`config.mk`:
```
export PLATFORM = sky130hd
export DESIGN_NAME = fifo_multi_channel
export DESIGN_NICKNAME = d
export VERILOG_FILES = /design/src/rtl/fifo_multi_channel.sv
export SDC_FILE = /design/constraint.sdc
export NUM_CORES = 1
export LEC_CHECK = 0
export ABC_AREA = 1
export CAP_MARGIN = 20
export CORE_UTILIZATION = 25
export CTS_BUF_LIST = sky130_fd_sc_hd__clkbuf_8 sky130_fd_sc_hd__clkbuf_16
export DETAILED_ROUTE_END_ITERATION = 6
export SYNTH_ARGS = -nofsm -noshare
export SYNTH_HDL_FRONTEND = slang
export SYNTH_SLANG_ARGS = --single-unit
export TNS_END_PERCENT = 100
```
`constraint.sdc`:
```
create_clock -name clk -period 7.9 [get_ports clk]
set_input_delay 2.37 -clock clk [delete_from_list [all_inputs] [get_ports clk]]
set_output_delay 2.37 -clock clk [all_outputs]
set_load 0.02 [all_outputs]
```
`src/rtl/fifo_multi_channel.sv`:
```
// Multi-channel FIFO: NUM_CH independent queues of DEPTH words sharing one banked
// storage array, with per-channel occupancy flags, a registered read port and
// sticky overflow/underflow error reporting.
module fifo_multi_channel #(
    parameter int unsigned DATA_SIZE = 8,
    parameter int unsigned ADDR_SIZE = 4,
    parameter int unsigned NUM_CH    = 4,
    parameter int unsigned AF_MARGIN = 2,
    localparam int unsigned CH_W     = $clog2(NUM_CH),
    localparam int unsigned PW       = ADDR_SIZE + 1
) (
    input  logic                   clk,
    input  logic                   rst_n,
    input  logic                   wr_en,
    input  logic [CH_W-1:0]        wr_ch,
    input  logic [DATA_SIZE-1:0]   wr_data,
    input  logic                   rd_en,
    input  logic [CH_W-1:0]        rd_ch,
    output logic [DATA_SIZE-1:0]   rd_data,
    output logic                   rd_valid,
    output logic [NUM_CH-1:0]      full,
    output logic [NUM_CH-1:0]      empty,
    output logic [NUM_CH-1:0]      almost_full,
    output logic [NUM_CH*PW-1:0]   count,
    output logic                   ovf_err,
    output logic                   udf_err,
    input  logic                   clr_err
);

    localparam int unsigned DEPTH     = 1 << ADDR_SIZE;
    localparam int unsigned MEM_WORDS = NUM_CH * DEPTH;
    localparam int unsigned IDX_W     = CH_W + ADDR_SIZE;

    localparam logic [PW-1:0] CntZero  = '0;
    localparam logic [PW-1:0] CntOne   = PW'(1);
    localparam logic [PW-1:0] CntFull  = PW'(DEPTH);
    localparam logic [PW-1:0] CntAfThr = PW'(DEPTH - AF_MARGIN);

    logic [DATA_SIZE-1:0] mem_q [MEM_WORDS];

    logic [PW-1:0] wr_ptr_q [NUM_CH];
    logic [PW-1:0] wr_ptr_d [NUM_CH];
    logic [PW-1:0] rd_ptr_q [NUM_CH];
    logic [PW-1:0] rd_ptr_d [NUM_CH];
    logic [PW-1:0] cnt_q    [NUM_CH];
    logic [PW-1:0] cnt_d    [NUM_CH];

    logic [DATA_SIZE-1:0] rd_data_q, rd_data_d;
    logic                 rd_valid_q, rd_valid_d;
    logic                 ovf_err_q, ovf_err_d;
    logic                 udf_err_q, udf_err_d;

    logic                 wr_ch_ok, rd_ch_ok;
    logic                 wr_acc, rd_acc;
    logic [NUM_CH-1:0]    wr_sel, rd_sel;
    logic [IDX_W-1:0]     wr_idx, rd_idx;

    // Per-channel flags straight from the registered counts.
    always_comb begin
        full        = '0;
        empty       = '0;
        almost_full = '0;
        count       = '0;
        for (int unsigned i = 0; i < NUM_CH; i++) begin
            empty[i]           = (cnt_q[i] == CntZero);
            full[i]            = (cnt_q[i] == CntFull);
            almost_full[i]     = (cnt_q[i] >= CntAfThr);
            count[i*PW +: PW]  = cnt_q[i];
        end
    end

    // Acceptance decode; both sides judged against pre-edge flags.
    always_comb begin
        wr_ch_ok = (32'(wr_ch) < NUM_CH);
        rd_ch_ok = (32'(rd_ch) < NUM_CH);
        wr_acc   = wr_en && wr_ch_ok && !full[wr_ch];
        rd_acc   = rd_en && rd_ch_ok && !empty[rd_ch];
        wr_sel   = wr_acc ? (NUM_CH'(1) << wr_ch) : '0;
        rd_sel   = rd_acc ? (NUM_CH'(1) << rd_ch) : '0;
        wr_idx   = wr_acc ? {wr_ch, wr_ptr_q[wr_ch][ADDR_SIZE-1:0]} : '0;
        rd_idx   = rd_acc ? {rd_ch, rd_ptr_q[rd_ch][ADDR_SIZE-1:0]} : '0;
    end

    // Next-state for pointers, counts, read port and sticky errors.
    always_comb begin
        for (int unsigned i = 0; i < NUM_CH; i++) begin
            wr_ptr_d[i] = wr_ptr_q[i];
            rd_ptr_d[i] = rd_ptr_q[i];
            cnt_d[i]    = cnt_q[i];
            if (wr_sel[i]) wr_ptr_d[i] = wr_ptr_q[i] + CntOne;
            if (rd_sel[i]) rd_ptr_d[i] = rd_ptr_q[i] + CntOne;
            if (wr_sel[i] && !rd_sel[i]) cnt_d[i] = cnt_q[i] + CntOne;
            if (rd_sel[i] && !wr_sel[i]) cnt_d[i] = cnt_q[i] - CntOne;
        end
        // Storage read sees pre-edge contents, so a same-cycle write never leaks through.
        rd_data_d  = rd_acc ? mem_q[rd_idx] : rd_data_q;
        rd_valid_d = rd_acc;
        // Clear first so a coinciding rejection wins.
        ovf_err_d  = clr_err ? 1'b0 : ovf_err_q;
        udf_err_d  = clr_err ? 1'b0 : udf_err_q;
        if (wr_en && !wr_acc) ovf_err_d = 1'b1;
        if (rd_en && !rd_acc) udf_err_d = 1'b1;
    end

    // Control state with asynchronous reset.
    always_ff @(posedge clk or negedge rst_n) begin
        if (!rst_n) begin
            for (int unsigned i = 0; i < NUM_CH; i++) begin
                wr_ptr_q[i] <= '0;
                rd_ptr_q[i] <= '0;
                cnt_q[i]    <= '0;
            end
            rd_data_q  <= '0;
            rd_valid_q <= 1'b0;
            ovf_err_q  <= 1'b0;
            udf_err_q  <= 1'b0;
        end else begin
            for (int unsigned i = 0; i < NUM_CH; i++) begin
                wr_ptr_q[i] <= wr_ptr_d[i];
                rd_ptr_q[i] <= rd_ptr_d[i];
                cnt_q[i]    <= cnt_d[i];
            end
            rd_data_q  <= rd_data_d;
            rd_valid_q <= rd_valid_d;
            ovf_err_q  <= ovf_err_d;
            udf_err_q  <= udf_err_d;
        end
    end

    // Storage array; contents deliberately survive reset.
    always_ff @(posedge clk) begin
        if (wr_acc) mem_q[wr_idx] <= wr_data;
    end

    assign rd_data  = rd_data_q;
    assign rd_valid = rd_valid_q;
    assign ovf_err  = ovf_err_q;
    assign udf_err  = udf_err_q;

endmodule

```
# Word-level counts from Yosys, hierarchy flattened
# Memories as Yosys holds them, arrays and structs flattened. A register that Yosys moved wholly into a read port is not among the register bits.
# Cells that the tools add are included.
dict set report word_totals {
  reg_bits 63
  ramBits 512
  in_bits 17
  out_inout_bits 43
  word_cells 110
  mem_count 1
}
dict set report classes {
  n_addsub 16
  magnitude_cmp 8
  n_eq_ne 4
  shifts 2
  mux 27
  bitwise_logic 2
  reduce_logical 35
}
# memory words width rd rd_ports_with_merged_regs wr line_no
set memory_table {}
lappend memory_table {mem_q 64 8 1 1 1 39} ;# logic [DATA_SIZE-1:0] mem_q [MEM_WORDS];
# cell n
set ops {}
lappend ops {{5-bit by 1-bit adder with 5-bit output, second input constant} 12}
lappend ops {{5-bit 2-to-1 mux} 8}
lappend ops {{4-bit 2-to-1 mux} 6}
lappend ops {{5-bit binary-select mux with 2-bit select} 2}
lappend ops {{5-bit equality test, second input constant} 4}
lappend ops {{5-bit by 4-bit greater-or-equal comparator with 1-bit output, second input constant} 4}
lappend ops {{5-bit zero test} 4}
lappend ops {{5-bit by 1-bit subtractor with 5-bit output, second input constant} 4}
lappend ops {{1-bit zero test} 13}
lappend ops {{1-bit logical AND} 12}
lappend ops {{6-bit 2-to-1 mux} 2}
lappend ops {{2-bit nonzero test} 6}
lappend ops {{1-bit by 2-bit << shifter with 4-bit output, first input constant} 2}
lappend ops {{1-bit 2-to-1 mux} 7}
lappend ops {{3-bit greater-or-equal comparator, second input constant} 2}
lappend ops {{2-bit by 3-bit < comparator with 1-bit output, second input constant} 2}
lappend ops {{2-bit inverter with 3-bit output} 2}
lappend ops {{1-bit binary-select mux with 2-bit select} 2}

# Longest topological paths before layout
# Gate-level depths: netlist of the first run.
dict set report logic_depth {
  word_depth 10
  mapped_depth 21
  depth_no_buf 21
}

# Worst setup path after synthesis of the first run
# OpenSTA, ideal clock, no wires.
dict set report synth_timing {
  path_kind {input port to flip-flop}
  startpoint {in wr_ch[0]}
  endpoint {reg cnt_q, in the netlist count[4]}
  setup_ns 0.131
  arrival_ns 4.694
  required_time_ns 7.769
  setup_slack_ns 3.076
  cell_stages 15
  path_buffers 0
  cell_sequence {nand2_1 -> nor3_1 -> a21o_1 -> a221oi_1 -> nand2_1 -> inv_1 -> nand2_1 -> ha_1 -> fa_1 -> a21o_1 -> a21oi_1 -> inv_1 -> a21oi_1 -> o21ai_0 -> xor2_1}
}
dict set report synth_between {
  elab_chain_len 8
  word_cells_on_any_way 11
  classes_between {shift (1); mux (4); reduce/logical (6)}
}
# item line_no
set synth_lines {}
lappend synth_lines {{start: declaration} 15} ;# input logic [CH_W-1:0] wr_ch,
lappend synth_lines {{1-bit binary-select mux with 2-bit select} 76} ;# wr_acc = wr_en && wr_ch_ok && !full[wr_ch];
lappend synth_lines {{1-bit 2-to-1 mux (implied by the code)} 76}
lappend synth_lines {{1-bit zero test} 76}
lappend synth_lines {{1-bit logical AND} 76}
lappend synth_lines {{4-bit 2-to-1 mux (*)} 78} ;# wr_sel = wr_acc ? (NUM_CH'(1) << wr_ch) : '0;
lappend synth_lines {{1-bit zero test} 93} ;# if (rd_sel[i] && !wr_sel[i]) cnt_d[i] = cnt_q[i] - CntOne;
lappend synth_lines {{1-bit logical AND} 93}
lappend synth_lines {{5-bit 2-to-1 mux / 2-bit nonzero test (equally long branches)} --}
lappend synth_lines {{end signal: indexed assignment} 121} ;# cnt_q[i] <= cnt_d[i];
lappend synth_lines {{end: declaration} 45} ;# logic [PW-1:0] cnt_q [NUM_CH];
# Mark *: on every way between the ends. The rest lies on a longest branch, timed or not. The select of a mux whose other input is x is not followed.
# A chain may end at the register's enable or synchronous reset.

# Worst setup path after layout of the first run
dict set report layout_timing {
  startpoint {in rd_ch[1]}
  endpoint {reg rd_data_q[4], in the netlist rd_data[4] (read register of mem_q)}
}
dict set report layout_between {
  elab_chain_len 5
  word_cells_on_any_way 9
  classes_between {mux (6); bitwise (1); reduce/logical (2)}
}
# item line_no
set layout_lines {}
lappend layout_lines {{start: declaration} 18} ;# input logic [CH_W-1:0] rd_ch,
lappend layout_lines {{2-bit inverter with 3-bit output (implied by the code) / 1-bit binary-select mux with 2-bit select (equally long branches)} {81, 77}}
lappend layout_lines {{5-bit binary-select mux with 2-bit select / 1-bit 2-to-1 mux (equally long branches)} {81, 77}}
lappend layout_lines {{4-bit 2-to-1 mux (implied by the code) / 1-bit zero test (equally long branches)} {81, 77}}
lappend layout_lines {{4-bit 2-to-1 mux (implied by the code) / 1-bit logical AND (equally long branches)} {81, 77}}
lappend layout_lines {{6-bit 2-to-1 mux} 81} ;# rd_idx = rd_acc ? {rd_ch, rd_ptr_q[rd_ch][ADDR_SIZE-1:0]} : '0;
lappend layout_lines {{end: declaration} 48} ;# logic [DATA_SIZE-1:0] rd_data_q, rd_data_d;
# Parallel ways exist; a longest one is shown, timed or not. The select of a mux whose other input is x is not followed.

==> results of run 1 <==
-- worst min-delay path by stage --
| stage | start | to | slack (ns) | cells past startpoint |
|---|---|---|---|---|
| after CTS | rd_ptr_q[13] | rd_ptr_q[13] | 0.47 | 1 |
| after global placement | rd_ptr_q[13] | rd_ptr_q[13] | 0.46 | 1 |
| after floorplan | rd_ptr_q[13] | rd_ptr_q[13] | 0.44 | 1 |
| final | rd_ptr_q[13] | rd_ptr_q[13] | 0.47 | 1 |
| after detailed placement | rd_ptr_q[13] | rd_ptr_q[13] | 0.46 | 1 |
| after global routing | rd_ptr_q[18] | rd_ptr_q[18] | 0.49 | 1 |
-- Yosys cell counts --
cell type and instances:
buf_2 90, o21ai_1 6, nand2_2 2, xnor2_1 10, nand3_2 1, nand2_1 395, nor4_1 1, nand4_1 200
inv_1 478, xor2_1 20, ha_1 24, o31ai_1 3, or2_2 17, a21o_1 3, nor2_1 205, o21ai_0 46
a21oi_1 20, buf_1 8, dfrtp_1 63, nor2_4 1, buf_4 8, buf_6 1, clkinv_2 1, edfxtp_1 512
fa_1 4, nand3_4 1, clkbuf_1 41, nor3_1 2, a221oi_1 5, o22ai_1 5, nor2_2 3, a22oi_1 1
nand3_1 444, inv_2 6, a31oi_1 1
-- logic make-up (layout without fill, tap and decap cells) --
| kind of cell | count (synthesis) | after routing |
|---|---|---|
| fa+ha+maj | 28 | 28 |
| buf+inv | 633 | 680 |
| compound gates | 90 | 90 |
| flops | 575 | 575 |
| simple gates | 1272 | 1272 |
| xor+xnor | 30 | 30 |
-- power groups by stage --
stage | Clock, W | Sequential (W) | Combinational, W
final | 0.00270 | 0.00369 | 0.00239
after global routing | 0.00285 | 0.00372 | 0.00261
after CTS | 0.00274 | 0.00369 | 0.00238
after detailed placement | 0 | 0.00375 | 0.00236
after global placement | 0 | 0.00375 | 0.00236
after floorplan | 0 | 0.00376 | 0.00146
-- area by class of cell --
cell class / count / area, µm² / area share, %
Clock buffer: 59 / 1480 / 4.88
Clock inverter: 53 / 380 / 1.26
Sequential cell: 575 / 17000 / 56.1
Inverter: 485 / 1820 / 6.02
Tap cell: 1391 / 1740 / 5.76
Multi-Input combinational cell: 1420 / 7080 / 23.4
Timing Repair Buffer: 83 / 787 / 2.60
-- through the flow --
step	power, W	hold WS, ns	util [%]
floorplan	0.00522	0.442	-
global placement	0.00611	0.463	26.9
detailed placement	0.00612	0.459	26.9
CTS	0.00881	0.470	28.7
global route	0.00918	0.485	28.7
finish	0.00878	0.467	28.7
-- per-layer routing --
| metal | track usage (%) | routed length (µm) | vias up | share of wire (%) |
|---|---|---|---|---|
| li1 | - | - | 8830 | - |
| met3 | 2.47 | 5810 | 104 | 7.9 |
| met2 | 21.6 | 34600 | 777 | 47 |
| met5 | 0 | 0 | - | 0 |
| met1 | 18.7 | 31900 | 9249 | 43 |
| met4 | 3.45 | 1550 | 0 | 2.1 |
-- flip-flops by register name (all words and copies together) (netlist names) --
| name | flops |
|---|---|
| rd_data | 8 |
| rd_ptr_q | 16 |
| ovf_err | 1 |
| count | 20 |
| udf_err | 1 |
| mem_q | 512 |
| rd_valid | 1 |
| wr_ptr_q | 16 |
==> impl_metrics.toml, run 1 <==
[synthesis]
synth_top_family_by_area = "simple AND/OR/NAND/NOR gates"
netlist_instances = 2628
synth.yosys.seq_area_share_pct = 63.9
synth_seq_cells = 575
yosys.area_share.adder_pct = 1.43
synthSimpleGateAreaFrac_pct = 22.3
synth_top_area_cell = "edfxtp_1"
yosysTopAreaCellShare_pct = 57.9
synth_nets = 2673
synth-compound-area-share_pct = 1.86
postSynthAreaPerCell_um2 = 10.1
yosys_warnings = 0
yosys-top-cells-area = "edfxtp_1, nand3_1, inv_1, dfrtp_1, nand2_1"
syn-cell-area_um2 = 26500
synth_xor_area_share_pct = 0.990
synthMuxAreaShare_pct = 0
synth_cell_types = 35

[clock_network]
post_cts.repair.setup_buffers = 0
cts_hold_buf = 0
clock_path_buffers = 3
cts_buffers = 59
cts_resized = 0
clock-sinks = 575
cts_root_buf = "clkbuf_16"
htreeDepth = 2
clock_latency_ns = 0.65
path_clk_slew_ns = 0.06
cts_tree = "built"

[critical_path]
r2r_cells = 16
path_max_fanout = 49
critPathCaptureType = "flip-flop"
crit_path_cell_trace = "clkdlybuf4s50_1, inv_1, nor2_1, inv_1, o21ai_0, nand3_4, inv_2, buf_4, nand3_1, nand3_1, nand3_1, nand3_1, nand2_1, nand2_1, nand2_1"
reg2reg_to = "rd_data[4]"
cp_num_cells = 15
cp_data_required_time_ns = 8.44
critical_path.most_common_cell = "nand3_1"
r2r_start = "count[11]"
slowest_delay_ns = 0.95
arrival_ns = 6.23
rrSetupSlack_ns = 4.02
cpMaxStageDelayCell = "inv_2"
worstSetupPathType = "primary input to flip-flop"
endpoint = "rd_data[4]"
cp_top_family = "buffers and inverters"
start_kind = "primary input"
crit_path_start = "rd_ch[1]"
worst-path-buf-inv = 5

[routing]
wl_um = 73800
firstDrtPassIters = 5
antenna_left = 0
routed-via-count = 19000
drt_iter0_drc = 2083
vias_per_cell = 4.66
drc_errors = 0
wl_per_cell_um = 18.2

[global_route]
grt_use_total_pct = 13.5
grt_pass1_wl_um = 112000
overflow = 0
grt_max_degree = 193
antenna_found_initial = 2
grt_pass1_vias = 18000

[sta]
tightest_slew_ns = 1.07
post-route-period-util_pct = 72.1
fmax_mhz = 176
final.setup.worst_slack_ns = 2.20
max_slew_margin_pct = 28.6
clock-skew-final_ns = 0.0346
fin_tns_setup_ns = 0
hold_viol = 0
rsz0062_at_grt = "no"
slew_violations = 0
period_needed_ns = 5.70
setup_viol = 0

[power]
ir_drop_uv = 186
pwr-share-seq_pct = 42.1
power.leakage_nw = 12.4
swShare_pct = 34.9
p_clk_share_pct = 30.7
power.internal_w = 0.00572
combPwrFrac_pct = 27.2
power_per_cell_area_nw_per_um2 = 290
p_sw_w = 0.00306

[place]
pre_cts_slack_ns = 1.48
dpl-instance-area_um2 = 28400
hpwl_um = 42700
gp_congestion = 0.885
io_buffers = 59
dp.cells = 3953

[final_layout]
synthToLayoutAreaGrowth_pct = 14.0
final_common_cell = "edfxtp_1"
fill_cells = 10800
mostFrequentLayoutCells = "edfxtp_1, inv_1, nand3_1, nand2_1, nor2_1"
num-nets-final = 2669
diodes = 0
drive_gt1_share_pct = 5.57
final_cells = 4066
fin_area_um2 = 30200

[die]
start_util_pct = 25.2
die_x_um = 328
die_height_um = 328
io_pins = 60
dieArea_um2 = 107000
core_area_um2 = 105000
fp-row-count = 119

[status]
status = "complete, no violations"

[worst_hold_path]
hold_class = "flip-flop to flip-flop"

[flow_run]
max_cap_viol_count = 0
Note: power is estimated with default switching activity, not from simulation.
==> inputs of run 2 (changes only) <==
Clock period 7.9 ns to 4.8 ns, I/O delays scaled along.
==> impl_metrics.toml, run 2 (synthesis gave the netlist of run 1 again) <==
[status]
status = "complete, no violations"

[final_layout]
mostFrequentLayoutCells = "edfxtp_1, inv_1, nand3_1, nand2_1, nor2_1"
num-nets-final = 2774
regMostFlops = "mem_q"
synthToLayoutAreaGrowth_pct = 18.2
largest_register_ffs = 512
fin_area_um2 = 31400
diodes = 0
final_common_cell = "edfxtp_1"
final_cells = 4170
drive_gt1_share_pct = 9.61

[critical_path]
critPathCaptureType = "flip-flop"
rrSetupSlack_ns = 1.42
cp_data_required_time_ns = 5.30
crit_path_cell_trace = "clkdlybuf4s50_1, nand2_1, nor3_1, a21o_1, a221oi_1, nand2_1, inv_1, nand2_1, ha_1, fa_1, a21o_1, a21oi_1, inv_1, a21oi_1, o21ai_0, xor2_1"
worst-path-buf-inv = 3
critical_path.most_common_cell = "nand2_1"
start_kind = "primary input"
worstSetupPathType = "primary input to flip-flop"
path_max_fanout = 6
cp_top_family = "compound AO/OA/AOI/OAI gates"
arrival_ns = 4.55
slowest_delay_ns = 0.46
cpMaxStageDelayCell = "clkdlybuf4s50_1"

[place]
pre_cts_slack_ns = 0.133
dp.cells = 4060
dpl-instance-area_um2 = 29300
io_buffers = 59
hpwl_um = 45200
gp_congestion = 0.843

[global_route]
grt_max_degree = 193
grt_pass1_vias = 18200
overflow = 0
grt_use_total_pct = 13.4
grt_pass1_wl_um = 112000
antenna_found_initial = 1

[routing]
wl_um = 72700
antenna_left = 0
vias_per_cell = 4.57
drt_iter0_drc = 1668
firstDrtPassIters = 5
wl_per_cell_um = 17.4
drc_errors = 0
routed-via-count = 19100

[sta]
final.setup.worst_slack_ns = 0.744
rsz0062_at_grt = "no"
setup_viol = 0
clock-skew-final_ns = 0.0240
post-route-period-util_pct = 84.5
tightest_slew_ns = 1.15
fmax_mhz = 247
fin_tns_setup_ns = 0
slew_violations = 0
period_needed_ns = 4.06
hold_viol = 0
max_slew_margin_pct = 23.4

[clock_network]
clock_path_buffers = 3
cts_tree = "built"
cts_root_buf = "clkbuf_16"
cts_buffers = 58
htreeDepth = 2
path_clk_slew_ns = 0.06
cts_resized = 0
cts_hold_buf = 0
post_cts.repair.setup_buffers = 0
clock_latency_ns = 0.63
clock-sinks = 575

[power]
p_sw_w = 0.00504
p_clk_share_pct = 32.3
ir_drop_uv = 307
power.leakage_nw = 13.0
combPwrFrac_pct = 27.6
pwr-share-seq_pct = 40.1
swShare_pct = 33.6
power.internal_w = 0.00997
power_per_cell_area_nw_per_um2 = 478

[die]
dieArea_um2 = 107000
fp-row-count = 119
io_pins = 60
core_area_um2 = 105000
die_height_um = 328
die_x_um = 328
start_util_pct = 25.2

[flow_run]
max_cap_viol_count = 0

[worst_hold_path]
hold_class = "flip-flop to flip-flop"
==> run 2: cell types whose count changed in the layout (fill, tap and decap cells not counted) <==
| cell | change |
|---|---|
| buf_16 | -1 |
| inv_1 | -15 |
| clkinvlp_4 | +1 |
| clkinv_4 | +2 |
| buf_4 | +93 |
| clkinv_1 | +1 |
| clkinv_8 | -2 |
| buf_12 | +14 |
| clkbuf_8 | +2 |
| clkinv_2 | +2 |
| bufinv_16 | +7 |
==> run 2: final timing paths <==
path                            cells past startpoint          from           end
worst max-delay path                               16      wr_ch[0]      count[4]
worst min-delay path                                1  rd_ptr_q[18]  rd_ptr_q[18]
worst max register to register                     16     count[15]      count[4]
worst min register to register                      1  rd_ptr_q[18]  rd_ptr_q[18]
max in group asynchronous                           1         rst_n   rd_ptr_q[7]
min in group asynchronous                           1         rst_n      count[2]
==> run 2: cell type report <==
cell class / instances / area (µm²)
Clock inverter: 49 / 541
Sequential cell: 575 / 17000
Multi-Input combinational cell: 1420 / 7080
Inverter: 485 / 1820
Clock buffer: 61 / 1500
Tap cell: 1391 / 1740
Fill cell: 10700 / 73900
Timing Repair Buffer: 189 / 1740
==> run 2: metal layers <==
layer	track usage, %	part of all wire, %	up-vias
li1	-	-	9052
met1	18.3	43	9251
met2	21.4	46	644
met3	2.54	7.5	117
met4	4.35	2.9	0
met5	0	0	-
==> run 2: power groups by stage <==
stage / clock (W) / combinational [W] / sequential [W]
final: 0.00485 / 0.00414 / 0.00602
after global routing: 0.00512 / 0.00456 / 0.00606
after CTS: 0.00494 / 0.00416 / 0.00602
after detailed placement: 0 / 0.00414 / 0.00612
after global placement: 0 / 0.00412 / 0.00612
after floorplan: 0 / 0.00240 / 0.00619
==> run 2: worst reg2reg max path: stages (launching register included) <==
cell,delay (ns)
dfrtp_1,0.44
nor2_1,0.12
nand2_1,0.17
nor3_1,0.07
a21o_1,0.16
a221oi_1,0.31
nand2_1,0.12
inv_1,0.16
nand2_1,0.19
ha_1,0.35
fa_1,0.43
a21o_1,0.18
a21oi_1,0.11
inv_1,0.06
a21oi_1,0.11
o21ai_0,0.11
xor2_1,0.15
==> run 2: per-stage QoR <==
stage	power (W)	hold slack (ns)	util, %
global route	0.0157	0.499	29.8
detailed placement	0.0103	0.460	27.9
global placement	0.0102	0.459	27.9
floorplan	0.00859	0.442	-
finish	0.0150	0.472	29.8
CTS	0.0151	0.468	29.8
